<file path="src/rtl/csi2_4to1_pkg.sv">
// csi2_4to1_pkg: shared constants and state encoding for the
// 4-to-1 CSI-2 TX aggregator (scheduler FSM, arbiter, lane bus).
package csi2_4to1_pkg;

    localparam int NUM_SRC    = 4;
    localparam int NUM_LANE   = 4;
    localparam int CNT_W      = 8;
    localparam int LANE_BUS_W = NUM_LANE * 8;

    typedef logic [2:0] state_t;

    localparam state_t ST_IDLE     = 3'd0;
    localparam state_t ST_CLK_LEAD = 3'd1;
    localparam state_t ST_HS_REQ   = 3'd2;
    localparam state_t ST_XFER     = 3'd3;
    localparam state_t ST_TRAIL    = 3'd4;
    localparam state_t ST_CLK_HOLD = 3'd5;

    // Lane-packed beat width for a given per-lane byte width.
    function automatic int lane_bus_w(input int dw);
        return (LANE_BUS_W / 8) * dw;
    endfunction

endpackage

</file>
<file path="src/rtl/csi2_rr_arb4.sv">
// csi2_rr_arb4: combinational 4-way round-robin pick.
// Ports: req (pending sources), ptr (highest-priority index),
// gnt (one-hot winner), idx (winner index), any (some req set).
module csi2_rr_arb4
    import csi2_4to1_pkg::*;
(
    input  logic [NUM_SRC-1:0] req,
    input  logic [1:0]         ptr,
    output logic [NUM_SRC-1:0] gnt,
    output logic [1:0]         idx,
    output logic               any
);

    // Walk from lowest to highest priority so the
    // highest-priority requester is the last to write.
    always_comb begin
        logic [1:0] k;
        gnt = '0;
        idx = ptr;
        k   = ptr;
        for (int i = NUM_SRC - 1; i >= 0; i--) begin
            k = ptr + 2'(i);
            if (req[k]) begin
                gnt    = '0;
                gnt[k] = 1'b1;
                idx    = k;
            end
        end
    end

    assign any = |req;

endmodule

</file>
<file path="src/rtl/csi2_tx_vc_scheduler.sv">
// csi2_tx_vc_scheduler: round-robin share of the CSI-2 TX global
// operation between four sources, with D-PHY HS/LP sequencing.
// Ports: core_clk/reset (sync, active-high); req_i/pkt_i/pkt_vld_i/
// pkt_last_i/pkt_rdy_o/gnt_o per-source side; clk_hs_en_o,
// d_hs_en_o, d_hs_rdy_i lane handshake; dphy_pkten_o/dphy_pkt_o
// beat out; active_ch_o winner index; busy_o not idle.
module csi2_tx_vc_scheduler
    import csi2_4to1_pkg::*;
#(
    parameter int DATA_WIDTH = 8,
    parameter int T_CLK_PRE  = 4,
    parameter int T_D_TRAIL  = 8,
    parameter int T_CLK_IDLE = 16,
    parameter bit CONT_CLK   = 1'b0
) (
    input  logic                           core_clk,
    input  logic                           reset,
    input  logic [NUM_SRC-1:0]             req_i,
    input  logic [NUM_SRC*NUM_LANE*DATA_WIDTH-1:0] pkt_i,
    input  logic [NUM_SRC-1:0]             pkt_vld_i,
    input  logic [NUM_SRC-1:0]             pkt_last_i,
    output logic [NUM_SRC-1:0]             pkt_rdy_o,
    output logic [NUM_SRC-1:0]             gnt_o,
    output logic                           clk_hs_en_o,
    output logic                           d_hs_en_o,
    input  logic                           d_hs_rdy_i,
    output logic                           dphy_pkten_o,
    output logic [NUM_LANE*DATA_WIDTH-1:0] dphy_pkt_o,
    output logic [1:0]                     active_ch_o,
    output logic                           busy_o
);

    localparam int LW = lane_bus_w(DATA_WIDTH);
    localparam logic [CNT_W-1:0] PRE_LD   = CNT_W'(T_CLK_PRE - 1);
    localparam logic [CNT_W-1:0] TRAIL_LD = CNT_W'(T_D_TRAIL - 1);
    localparam logic [CNT_W-1:0] IDLE_LD  = CNT_W'(T_CLK_IDLE - 1);

    state_t             state;
    logic [CNT_W-1:0]   cnt;
    logic [1:0]         ptr;
    logic [NUM_SRC-1:0] win;

    logic [NUM_SRC-1:0] arb_gnt;
    logic [1:0]         arb_idx;
    logic               arb_any;
    logic               beat_vld;
    logic               beat_last;
    logic [LW-1:0]      win_beat;

    csi2_rr_arb4 u_arb (
        .req (req_i),
        .ptr (ptr),
        .gnt (arb_gnt),
        .idx (arb_idx),
        .any (arb_any)
    );

    assign beat_vld  = |(pkt_vld_i & win);
    assign beat_last = |(pkt_last_i & win);

    always_comb begin
        win_beat = '0;
        for (int k = 0; k < NUM_SRC; k++) begin
            if (win[k]) begin
                win_beat = pkt_i[k*LW +: LW];
            end
        end
    end

    assign gnt_o = (state == ST_HS_REQ || state == ST_XFER)
                 ? win : '0;
    assign pkt_rdy_o = (state == ST_XFER) ? win : '0;
    assign busy_o    = (state != ST_IDLE);

    always_ff @(posedge core_clk) begin
        if (reset) begin
            state        <= ST_IDLE;
            cnt          <= '0;
            ptr          <= '0;
            win          <= '0;
            active_ch_o  <= '0;
            clk_hs_en_o  <= 1'b0;
            d_hs_en_o    <= 1'b0;
            dphy_pkten_o <= 1'b0;
            dphy_pkt_o   <= '0;
        end else begin
            dphy_pkten_o <= 1'b0;
            case (state)
                ST_IDLE: begin
                    if (arb_any) begin
                        win         <= arb_gnt;
                        active_ch_o <= arb_idx;
                        ptr         <= arb_idx + 2'd1;
                        clk_hs_en_o <= 1'b1;
                        cnt         <= PRE_LD;
                        state       <= ST_CLK_LEAD;
                    end
                end
                ST_CLK_LEAD: begin
                    if (cnt == '0) begin
                        d_hs_en_o <= 1'b1;
                        state     <= ST_HS_REQ;
                    end else begin
                        cnt <= cnt - CNT_W'(1);
                    end
                end
                ST_HS_REQ: begin
                    if (d_hs_rdy_i) begin
                        state <= ST_XFER;
                    end
                end
                ST_XFER: begin
                    dphy_pkten_o <= beat_vld;
                    dphy_pkt_o   <= win_beat;
                    if (beat_vld && beat_last) begin
                        cnt   <= TRAIL_LD;
                        state <= ST_TRAIL;
                    end
                end
                ST_TRAIL: begin
                    // Held one extra cycle past XFER so the lane
                    // stays in HS under the registered last beat.
                    d_hs_en_o <= 1'b0;
                    if (cnt == '0) begin
                        cnt   <= IDLE_LD;
                        state <= ST_CLK_HOLD;
                    end else begin
                        cnt <= cnt - CNT_W'(1);
                    end
                end
                ST_CLK_HOLD: begin
                    if (arb_any) begin
                        win         <= arb_gnt;
                        active_ch_o <= arb_idx;
                        ptr         <= arb_idx + 2'd1;
                        d_hs_en_o   <= 1'b1;
                        state       <= ST_HS_REQ;
                    end else if (cnt == '0) begin
                        if (!CONT_CLK) begin
                            clk_hs_en_o <= 1'b0;
                            state       <= ST_IDLE;
                        end
                    end else begin
                        cnt <= cnt - CNT_W'(1);
                    end
                end
                default: begin
                    state <= ST_IDLE;
                end
            endcase
        end
    end

endmodule

</file>
<file path="config.mk">
export PLATFORM = sky130hd
export DESIGN_NAME = csi2_tx_vc_scheduler
export DESIGN_NICKNAME = d
export VERILOG_FILES = /design/src/rtl/csi2_4to1_pkg.sv /design/src/rtl/csi2_rr_arb4.sv /design/src/rtl/csi2_tx_vc_scheduler.sv
export SDC_FILE = /design/constraint.sdc
export NUM_CORES = 1
export LEC_CHECK = 0
export BUFFER_PORTS_ARGS = -buffer_cell sky130_fd_sc_hd__buf_2
export CORE_AREA = 2 2 123 125
export DETAILED_ROUTE_END_ITERATION = 10
export DIE_AREA = 0 0 125 127
export SYNTH_ARGS = -nofsm -noshare
export SYNTH_HDL_FRONTEND = slang
export SYNTH_SLANG_ARGS = --single-unit
</file>
<file path="constraint.sdc">
create_clock -name core_clk -period 2.7 [get_ports core_clk]
set_clock_uncertainty 0.1 [all_clocks]
set_input_delay 0.675 -clock core_clk [delete_from_list [all_inputs] [get_ports core_clk]]
set_output_delay 0.675 -clock core_clk [all_outputs]
set_load 0.01 [all_outputs]
</file>
==> run_results.csv, run 1 <==
group,metric,value,unit
die,die-area,15880,um^2
placed_design,gp_congestion,0.8255,
clocking,cts_resized,0,
synthesis,syn-num-nets,617,
die,die_w,125,um
power_and_ir_drop,power-per-cell-area,962.6,nW/um^2
timing,fmaxAchievable,413.0,MHz
cells_and_area,antennaDiodeCount,0,
detailed_routing,ant_nets,0,
critical_path,arrival,1.65,ns
placed_design,placedCellCount,809,
clocking,postCtsHoldBufs,0,
critical_path,cp-start-kind,"flip-flop",
hold_path,hold-path-cell-count,2,
synthesis,netlist_area,3694,um^2
global_routing,grt_pass1_vias,3799,
hold_path,worstHoldPathType,"reg -> reg",
cells_and_area,final_nets,784,
clocking,htreeDepth,2,
die,initial_core_util,25.61,%
clocking,clk_latency,0.30,ns
timing,hold_violations,0,
detailed_routing,routed_wl,12730,um
timing,slew_viol_final,0,
global_routing,grt_pass1_wl,20230,um
die,die_h,127,um
synthesis,yosysWarnings,0,
clocking,clock_path_buffers,2,
placed_design,place_hpwl,9444,um
critical_path,worstRegToRegCells,7,
run,maxCapViolCount,0,
timing,relSlewSlack,56.43,%
power_and_ir_drop,p_clk_share,13.4,%
power_and_ir_drop,p_sw_share,45.11,%
timing,rsz0062_at_grt,"false",
synthesis,synth_seq_cells,54,
cells_and_area,final_cell_count_no_fill,816,
cells_and_area,drive_above_1_share,37.50,%
power_and_ir_drop,p_comb_share,61.3,%
synthesis,synthFlopType,"dfxtp_1",
die,rows,44,
power_and_ir_drop,p_leak,2.123,nW
synthesis,synth_edf_count,0,
cells_and_area,mostFrequentLayoutCell,"buf_2",
critical_path,ff2ff_setup_slack,0.32,ns
clocking,numCtsBuffers,5,
synthesis,avgSynthCellArea,7.943,um^2
timing,fin_tns_setup,0,ns
timing,setup_viol,0,
die,core_area,14420,um^2
clocking,cts_tree,"built",
cells_and_area,syn_to_final_growth,34.45,%
power_and_ir_drop,vdd_ir_drop_max,0.0003430,V
critical_path,cpMaxStageDelayCell,"nor2b_1",
die,ioPinCount,189,
detailed_routing,vias_per_cell,5.017,
critical_path,end_kind,"output port",
synthesis,syn_inst,465,
detailed_routing,drc,0,
timing,worstMarginPinSlew,0.6505,ns
synthesis,synth.distinct_cells,55,
critical_path,critPathKind,"reg -> out",
global_routing,antenna_found_initial,0,
detailed_routing,dr.pass1.iters,4,
global_routing,grt_max_degree,66,
synthesis,async_reset_ff_share,0,%
cells_and_area,layout_common_cells,"buf_2 (188), nor3_1 (67), nor2_1 (59)",
critical_path,slowest_delay,0.52,ns
cells_and_area,fillers,1599,
critical_path,crit_fanout,13,
critical_path,path_cells,"nor2b_1 -> and3_1 -> buf_2",
clocking,cts_setup_buffers,0,
power_and_ir_drop,p_switching,2.156,mW
detailed_routing,vias,4094,
detailed_routing,wl_per_cell,15.60,um
placed_design,numPortBuffers,188,
clocking,clk_pin_slew_worst_paths,0.07,ns
clocking,clockRootBuffer,"clkbuf_16",
detailed_routing,drt-initial-drc-count,140,
power_and_ir_drop,power_frac_seq,25.3,%
synthesis,ys_seq_area_share,29.27,%
timing,period_share,89.68,%
timing,fin_crit,2.421,ns
global_routing,grt_remaining_overflow,0,
cells_and_area,multi_input_area,2400,um^2
clocking,cts.sinks,54,
run_status,status,"finished clean",
cells_and_area,seqCellArea,1084,um^2
global_routing,track_usage,15.78,%
critical_path,crit_required,1.92,ns
power_and_ir_drop,intPower,2.624,mW
-- state kept, by name (all words and copies together) (netlist names) --
signal and flops:
win 4, dphy_pkt_o 32, d_hs_en_o 1, dphy_pkten_o 1, state 3, cnt 8
ptr 2, clk_hs_en_o 1, active_ch_o 2
-- cell type report --
type | count | area share, %
Clock buffer | 7 | 2.671
Inverter | 7 | 0.5291
Multi-Input combinational cell | 359 | 48.32
Sequential cell | 54 | 21.82
Tap cell | 184 | 4.636
Timing Repair Buffer | 205 | 22.02
-- worst paths after layout --
check	from	endpoint
worst min-delay path	active_ch_o[0]	active_ch_o[0]
worst max-delay path	state[2]	pkt_rdy_o[1]
worst max register to register	ptr[1]	ptr[1]
worst min register to register	active_ch_o[0]	active_ch_o[0]
-- synth_stat cells, types with 7 or more instances --
library cell | number | share of area, %
a221oi_1 | 36 | 8.5
clkbuf_1 | 36 | 3.7
inv_1 | 7 | 0.71
dfxtp_1 | 54 | 29
a211oi_1 | 39 | 7.9
nor2b_1 | 34 | 5.8
o21ai_0 | 11 | 1.5
nor2_1 | 59 | 6.0
nand2_1 | 15 | 1.5
ha_1 | 9 | 3.0
nor3_1 | 67 | 9.1
a21oi_1 | 16 | 2.2
-- power groups by stage --
stage               Clock, mW  Sequential [mW]  Combinational [mW]
floorplan                   0             1.21                2.16
global placement            0             1.23                2.94
detailed placement          0             1.23                2.95
CTS                     0.667             1.21                2.96
global route            0.694             1.25                3.30
finish                  0.639             1.21                2.93
-- logic make-up after synthesis --
kind of cell | synth area share [%]
simple gates | 29.95
compound gates | 26.76
flops | 29.27
buf+inv | 5.827
mux | 3.963
fa+ha+maj | 3.049
xor+xnor | 1.186
-- worst max-delay path: cells and delay by family, from the launching register on --
kind                   cells  cell delay, ns
buffers and inverters      1            0.12
DFF                        1            0.47
and+or+nand+nor            2            0.75
-- stage by stage --
step	area [um^2]	hold WS, ns	utilization, %	total power [mW]	setup slack [ns]
floorplan	3694	0.3367	-	3.364	0.1809
global placement	4833	0.3591	33.51	4.165	0.2258
detailed placement	4833	0.3540	33.51	4.180	0.2237
CTS	4966	0.3717	34.43	4.844	0.2531
global route	4966	0.3950	34.43	5.239	0.1189
finish	4966	0.3683	34.43	4.780	0.2786
-- per-layer routing --
layer | global-route usage (%) | up-vias | routed length [um]
li1 | - | 2074 | -
met1 | 20.71 | 1910 | 5786
met2 | 26.60 | 100 | 6223
met3 | 2.471 | 10 | 532
met4 | 5.229 | 0 | 184
met5 | 0 | - | 0
(Power assumes the default switching activity.)
==> run 2: changes to the inputs <==
Settings changed: CTS_CLUSTER_DIAMETER set to 30, SETUP_SLACK_MARGIN set to 0.4.
==> run_results.csv, run 2 (synthesis results as in run 1) <==
group,metric,value,unit
cells_and_area,final_nets,787,
critical_path,r2r_end,"ptr[1]",
timing,setup_viol,0,
critical_path,crit_fanout,15,
detailed_routing,routed-wl-met2,6216,um
clocking,cts_tree,"built",
clocking,htreeDepth,2,
run,maxCapViolCount,0,
global_routing,grt_pass1_wl,19760,um
clocking,cts.sinks,54,
global_routing,grt_remaining_overflow,0,
critical_path,crit_required,1.92,ns
hold_path,worstHoldPathType,"reg -> reg",
critical_path,critPathKind,"reg -> out",
run_status,status,"finished clean",
cells_and_area,fillers,1553,
power_and_ir_drop,p_leak,2.147,nW
cells_and_area,seqCellArea,1086,um^2
critical_path,cp-start-kind,"flip-flop",
detailed_routing,drt-initial-drc-count,144,
die,die-area,15880,um^2
global_routing,antenna_found_initial,0,
clocking,clockRootBuffer,"clkbuf_16",
cells_and_area,mostFrequentLayoutCell,"buf_2",
global_routing,grt_max_degree,66,
cells_and_area,syn_to_final_growth,36.52,%
detailed_routing,dr.pass1.iters,4,
clocking,numCtsBuffers,5,
hold_path,min_to,"active_ch_o[0]",
cells_and_area,regMostFlops,"dphy_pkt_o",
detailed_routing,vias,4129,
detailed_routing,routed_wl,12650,um
clocking,clk_latency,0.30,ns
critical_path,end_kind,"output port",
critical_path,cp_num_buf_inv,2,
cells_and_area,reg_top3,"dphy_pkt_o (32), cnt (8), win (4)",
clocking,postCtsHoldBufs,0,
timing,slew_viol_final,0,
placed_design,numPortBuffers,188,
clocking,clk_pin_slew_worst_paths,0.07,ns
power_and_ir_drop,p_total,4.918,mW
clocking,clock_path_buffers,2,
timing,fin_tns_setup,0,ns
cells_and_area,layout_common_cells,"buf_2 (188), nor3_1 (67), nor2_1 (59)",
timing,fin_crit,2.212,ns
detailed_routing,wl_met1,5636,um
critical_path,worstRegToRegCells,7,
detailed_routing,drc,0,
timing,worstMarginPinSlew,0.6581,ns
critical_path,ff2ff_setup_slack,0.49,ns
detailed_routing,wl_per_cell,15.42,um
critical_path,path_cells,"buf_4 -> nor2_1 -> nand2_1 -> buf_2",
critical_path,slowest_delay,0.60,ns
hold_path,hold-path-cell-count,2,
critical_path,cpMaxStageDelayCell,"dfxtp_1",
die,rows,44,
cells_and_area,largest_reg_flops,32,
placed_design,place_hpwl,9239,um
timing,period_share,81.93,%
timing,fmaxAchievable,452.0,MHz
detailed_routing,maxUsedRoutingLayer,"met4",
die,ioPinCount,189,
cells_and_area,multi_input_area,2429,um^2
detailed_routing,routed-wl-met3,636,um
timing,relSlewSlack,56.13,%
critical_path,crit-reg2reg-launch,"ptr[0]",
placed_design,gp_congestion,0.8139,
cells_and_area,drive_above_1_share,39.31,%
detailed_routing,vias_per_cell,5.035,
power_and_ir_drop,power-per-cell-area,975.4,nW/um^2
die,initial_core_util,25.61,%
global_routing,grt_pass1_vias,3829,
global_routing,track_usage,15.34,%
power_and_ir_drop,vdd_ir_drop_max,0.0003302,V
timing,rsz0062_at_grt,"true",
die,core_area,14420,um^2
critical_path,crit_family,"flip-flops",
timing,hold_violations,0,
detailed_routing,ant_nets,0,
die,die_h,127,um
critical_path,arrival,1.44,ns
hold_path,min_from,"active_ch_o[0]",
die,die_w,125,um
cells_and_area,antennaDiodeCount,0,
[run 2: changes by cell type in the layout (fill, tap and decap cells not counted), sizes merged]
cell,change
buf,+3
clkinv,+1
clkinvlp,+1
inv,-1
[run 2: routing by layer]
layer,GRT usage (%),vias to the layer above
met5,0,-
met4,3.399,0
met3,3.015,9
met2,25.83,125
met1,20.45,1928
li1,-,2067
[run 2: worst max-delay path by stage]
stage	startpoint	end	slack (ns)	cells after the start
finish	state[0]	busy_o	0.49	4
global route	ptr[0]	ptr[1]	0.39	8
CTS	state[2]	pkt_rdy_o[3]	0.43	3
detailed placement	req_i[2]	cnt[3]	0.23	7
global placement	req_i[2]	cnt[2]	0.22	7
floorplan	ptr[0]	ptr[1]	0.33	9
[run 2: repair_timing]
item / CTS / global route
hold endpoints to repair: 0 / 0
setup buffers: 1 / 1
pin swaps: 0 / 3
gates resized for setup: 1 / 6
cloned: 0 / 0
endpoints found under the setup margin: 9 / 25
[run 2: area by class of cell]
type,count,area share (%)
inverters,7,0.5955
well taps,184,4.566
flip-flops and latches,54,21.54
multi-input cells,359,48.16
clock buffers,7,2.829
repair buffers,208,22.21
clock inverters,1,0.09926
[run 2: power breakdown]
group / total [mW] / internal, mW / switching, mW / leakage (nW)
logic: 3.02 / 1.33 / 1.69 / 1.63
registers: 1.22 / 1.01 / 0.211 / 0.442
clock network: 0.672 / 0.369 / 0.303 / 0.0739
[run 2: worst reg2reg max path, delay by kind of cell, from the launching register on]
kind | cells | cell delay (ns)
AOI/OAI and AO/OA | 2 | 0.45
buffers and inverters | 1 | 0.11
adders and majority gates | 1 | 0.31
muxes | 1 | 0.49
xor gates and xnor gates | 1 | 0.17
and+or+nand+nor | 1 | 0.16
DFF | 1 | 0.35
[run 2: through the flow]
stage	std cells	area (um^2)	hold slack (ns)	utilization, %	worst slack, ns
5_1_grt	820	5042	0.3816	34.96	0.3906
3_5_place_dp	810	4855	0.3470	33.66	0.2291
4_1_cts	819	5012	0.3564	34.75	0.4306
3_3_place_gp	810	4855	0.3464	33.66	0.2236
2_1_floorplan	465	3707	0.3367	-	0.3280
6_report	820	5042	0.3523	34.96	0.4878
==> run 3: changes to the inputs <==
Clock period 2.7 ns to 1.99 ns, I/O delays scaled along.
==> run_results.csv, run 3 (synthesis results as in run 1) <==
group,metric,value,unit
cells_and_area,largest_reg_flops,32,
placed_design,place_hpwl,10070,um
die,initial_core_util,25.61,%
detailed_routing,drc,0,
critical_path,crit_path_end,"ptr[1]",
clocking,clock_path_buffers,2,
timing,fin_crit,2.162,ns
die,rows,44,
clocking,htreeDepth,2,
cells_and_area,final_nets,860,
timing,relSlewSlack,58.73,%
global_routing,grt_max_degree,51,
global_routing,track_usage,17.35,%
critical_path,crit-reg2reg-launch,"ptr[0]",
timing,slew_viol_final,0,
global_routing,grt_remaining_overflow,0,
timing,finalWorstSetupSlack,-0.1720,ns
power_and_ir_drop,power_frac_seq,19.0,%
power_and_ir_drop,p_leak,2.813,nW
run,maxCapViolCount,0,
critical_path,critical_path.startpoint,"ptr[0]",
power_and_ir_drop,vdd_ir_drop_max,0.0006586,V
cells_and_area,multi_input_area,3152,um^2
detailed_routing,vias,4559,
critical_path,cp.depth,8,
global_routing,grt_pass1_vias,4256,
clocking,numCtsBuffers,5,
critical_path,crit_required,2.05,ns
critical_path,critPathKind,"reg -> reg",
cells_and_area,drive_above_1_share,62.34,%
detailed_routing,drt-initial-drc-count,157,
placed_design,numPortBuffers,188,
timing,fin_tns_setup,-0.7808,ns
placed_design,gp_congestion,0.8183,
run_status,status,"finished with violations",
cells_and_area,antennaDiodeCount,0,
critical_path,crit_fanout,6,
critical_path,cp_num_buf_inv,1,
timing,hold_violations,0,
detailed_routing,ant_nets,0,
hold_path,worstHoldPathType,"reg -> reg",
clocking,clk_pin_slew_worst_paths,0.07,ns
critical_path,r2r_end,"ptr[1]",
cells_and_area,reg_top3,"dphy_pkt_o (32), cnt (8), win (4)",
die,die_h,127,um
critical_path,ff2ff_setup_slack,-0.17,ns
power_and_ir_drop,p_sw_share,43.18,%
global_routing,grt_pass1_wl,22270,um
cells_and_area,final_core_util,46.66,%
cells_and_area,fillers,1390,
global_routing,antenna_found_initial,0,
detailed_routing,wl_per_cell,16.89,um
detailed_routing,routed_wl,15080,um
cells_and_area,final_cell_count_no_fill,893,
timing,fmaxAchievable,462.5,MHz
critical_path,crit_family,"multiplexers",
critical_path,end_kind,"flip-flop",
clocking,cts.sinks,54,
die,die-area,15880,um^2
detailed_routing,vias_per_cell,5.105,
timing,timing.hold.ws,0.3680,ns
die,die_w,125,um
die,core_area,14420,um^2
power_and_ir_drop,power-per-cell-area,1346,nW/um^2
timing,worstMarginPinSlew,0.6180,ns
power_and_ir_drop,intPower,5.147,mW
detailed_routing,dr.pass1.iters,4,
power_and_ir_drop,p_switching,3.911,mW
timing,setup_viol,7,
placed_design,placedCellCount,851,
timing,period_share,108.6,%
clocking,cts_tree,"built",
power_and_ir_drop,p_clk_share,10.9,%
cells_and_area,regMostFlops,"dphy_pkt_o",
critical_path,arrival,2.23,ns
clocking,clockRootBuffer,"clkbuf_16",
clocking,clk_latency,0.30,ns
power_and_ir_drop,p_comb_share,70.1,%
critical_path,worstRegToRegCells,8,
cells_and_area,mostFrequentLayoutCell,"buf_2",
run_status,violations,"negative setup slack",
critical_path,slowest_delay,0.48,ns
critical_path,cpMaxStageDelayCell,"mux4_2",
critical_path,cp-start-kind,"flip-flop",
cells_and_area,seqCellArea,1109,um^2
clocking,postCtsHoldBufs,0,
timing,rsz0062_at_grt,"true",
critical_path,path_cells,"clkinvlp_4 -> ha_4 -> mux4_2 -> nor2b_4 -> o21ai_2 -> o211a_1 -> xor2_1 -> a211oi_2",
cells_and_area,syn_to_final_growth,82.22,%
cells_and_area,layout_common_cells,"buf_2 (176), buf_4 (56), dfxtp_1 (44)",
die,ioPinCount,189,
-- run 3: cell types whose count changed in the layout (fill, tap and decap cells not counted), sizes merged --
cell / delta
buf: +72
clkbuf: +2
clkinv: -1
-- run 3: worst min path at each step --
stage	slack (ns)	end	startpoint	depth (start not counted)
after detailed placement	0.36	active_ch_o[0]	active_ch_o[0]	2
after global placement	0.35	active_ch_o[0]	active_ch_o[0]	2
after global routing	0.38	dphy_pkt_o[13]	pkt_i[109]	3
final	0.37	active_ch_o[0]	active_ch_o[0]	2
after floorplan	0.34	cnt[0]	cnt[0]	1
after CTS	0.37	dphy_pkt_o[31]	pkt_i[127]	3
-- run 3: worst reg2reg max path: cells and delay by family, from the launching register on --
family                   cells  cell delay [ns]
AO/OA/AOI/OAI                3             0.37
XOR/XNOR                     1             0.18
adder cells (fa/ha/maj)      1             0.29
buffers and inverters        1             0.10
flip-flops                   1             0.35
multiplexers                 1             0.48
AND/OR/NAND/NOR              1             0.16
-- run 3: layer usage --
layer  share of wire, %  global-route usage (%)
met2                 51                   29.89
met4                1.5                   4.575
met1                 43                   22.74
met5                  0                       0
met3                4.5                   2.722
-- run 3: final cells by class --
| class | count | share of cell area, % |
|---|---|---|
| clock buffers | 8 | 2.473 |
| inverters | 7 | 0.4834 |
| multi-input cells | 359 | 46.83 |
| flip-flops and latches | 54 | 16.47 |
| well taps | 184 | 3.421 |
| repair buffers | 281 | 30.32 |
-- run 3: power by group through the flow --
stage / registers, mW / logic [mW] / clock network (mW)
final: 1.72 / 6.35 / 0.984
after CTS: 1.71 / 5.64 / 1.02
after global placement: 1.64 / 4.62 / 0
after global routing: 1.76 / 6.90 / 1.07
after detailed placement: 1.64 / 4.64 / 0
after floorplan: 1.65 / 3.04 / 0
-- run 3: what timing repair did --
item                                    4_1_cts  5_1_grt
resized for setup                           150       78
endpoints found under the setup margin       60       63
pin swaps                                    28       27
cloned                                        3        1
setup buffers                                20       10
-- run 3: per-stage QoR --
stage          total power [mW]  instance area (um^2)  worst slack (ns)
6_report                  9.058                  6730           -0.1720
5_1_grt                   9.724                  6730           -0.2487
4_1_cts                   8.374                  6281           -0.1757
3_5_place_dp              6.280                  5283           -0.2480
3_3_place_gp              6.262                  5283           -0.2248
2_1_floorplan             4.686                  3751           -0.3820
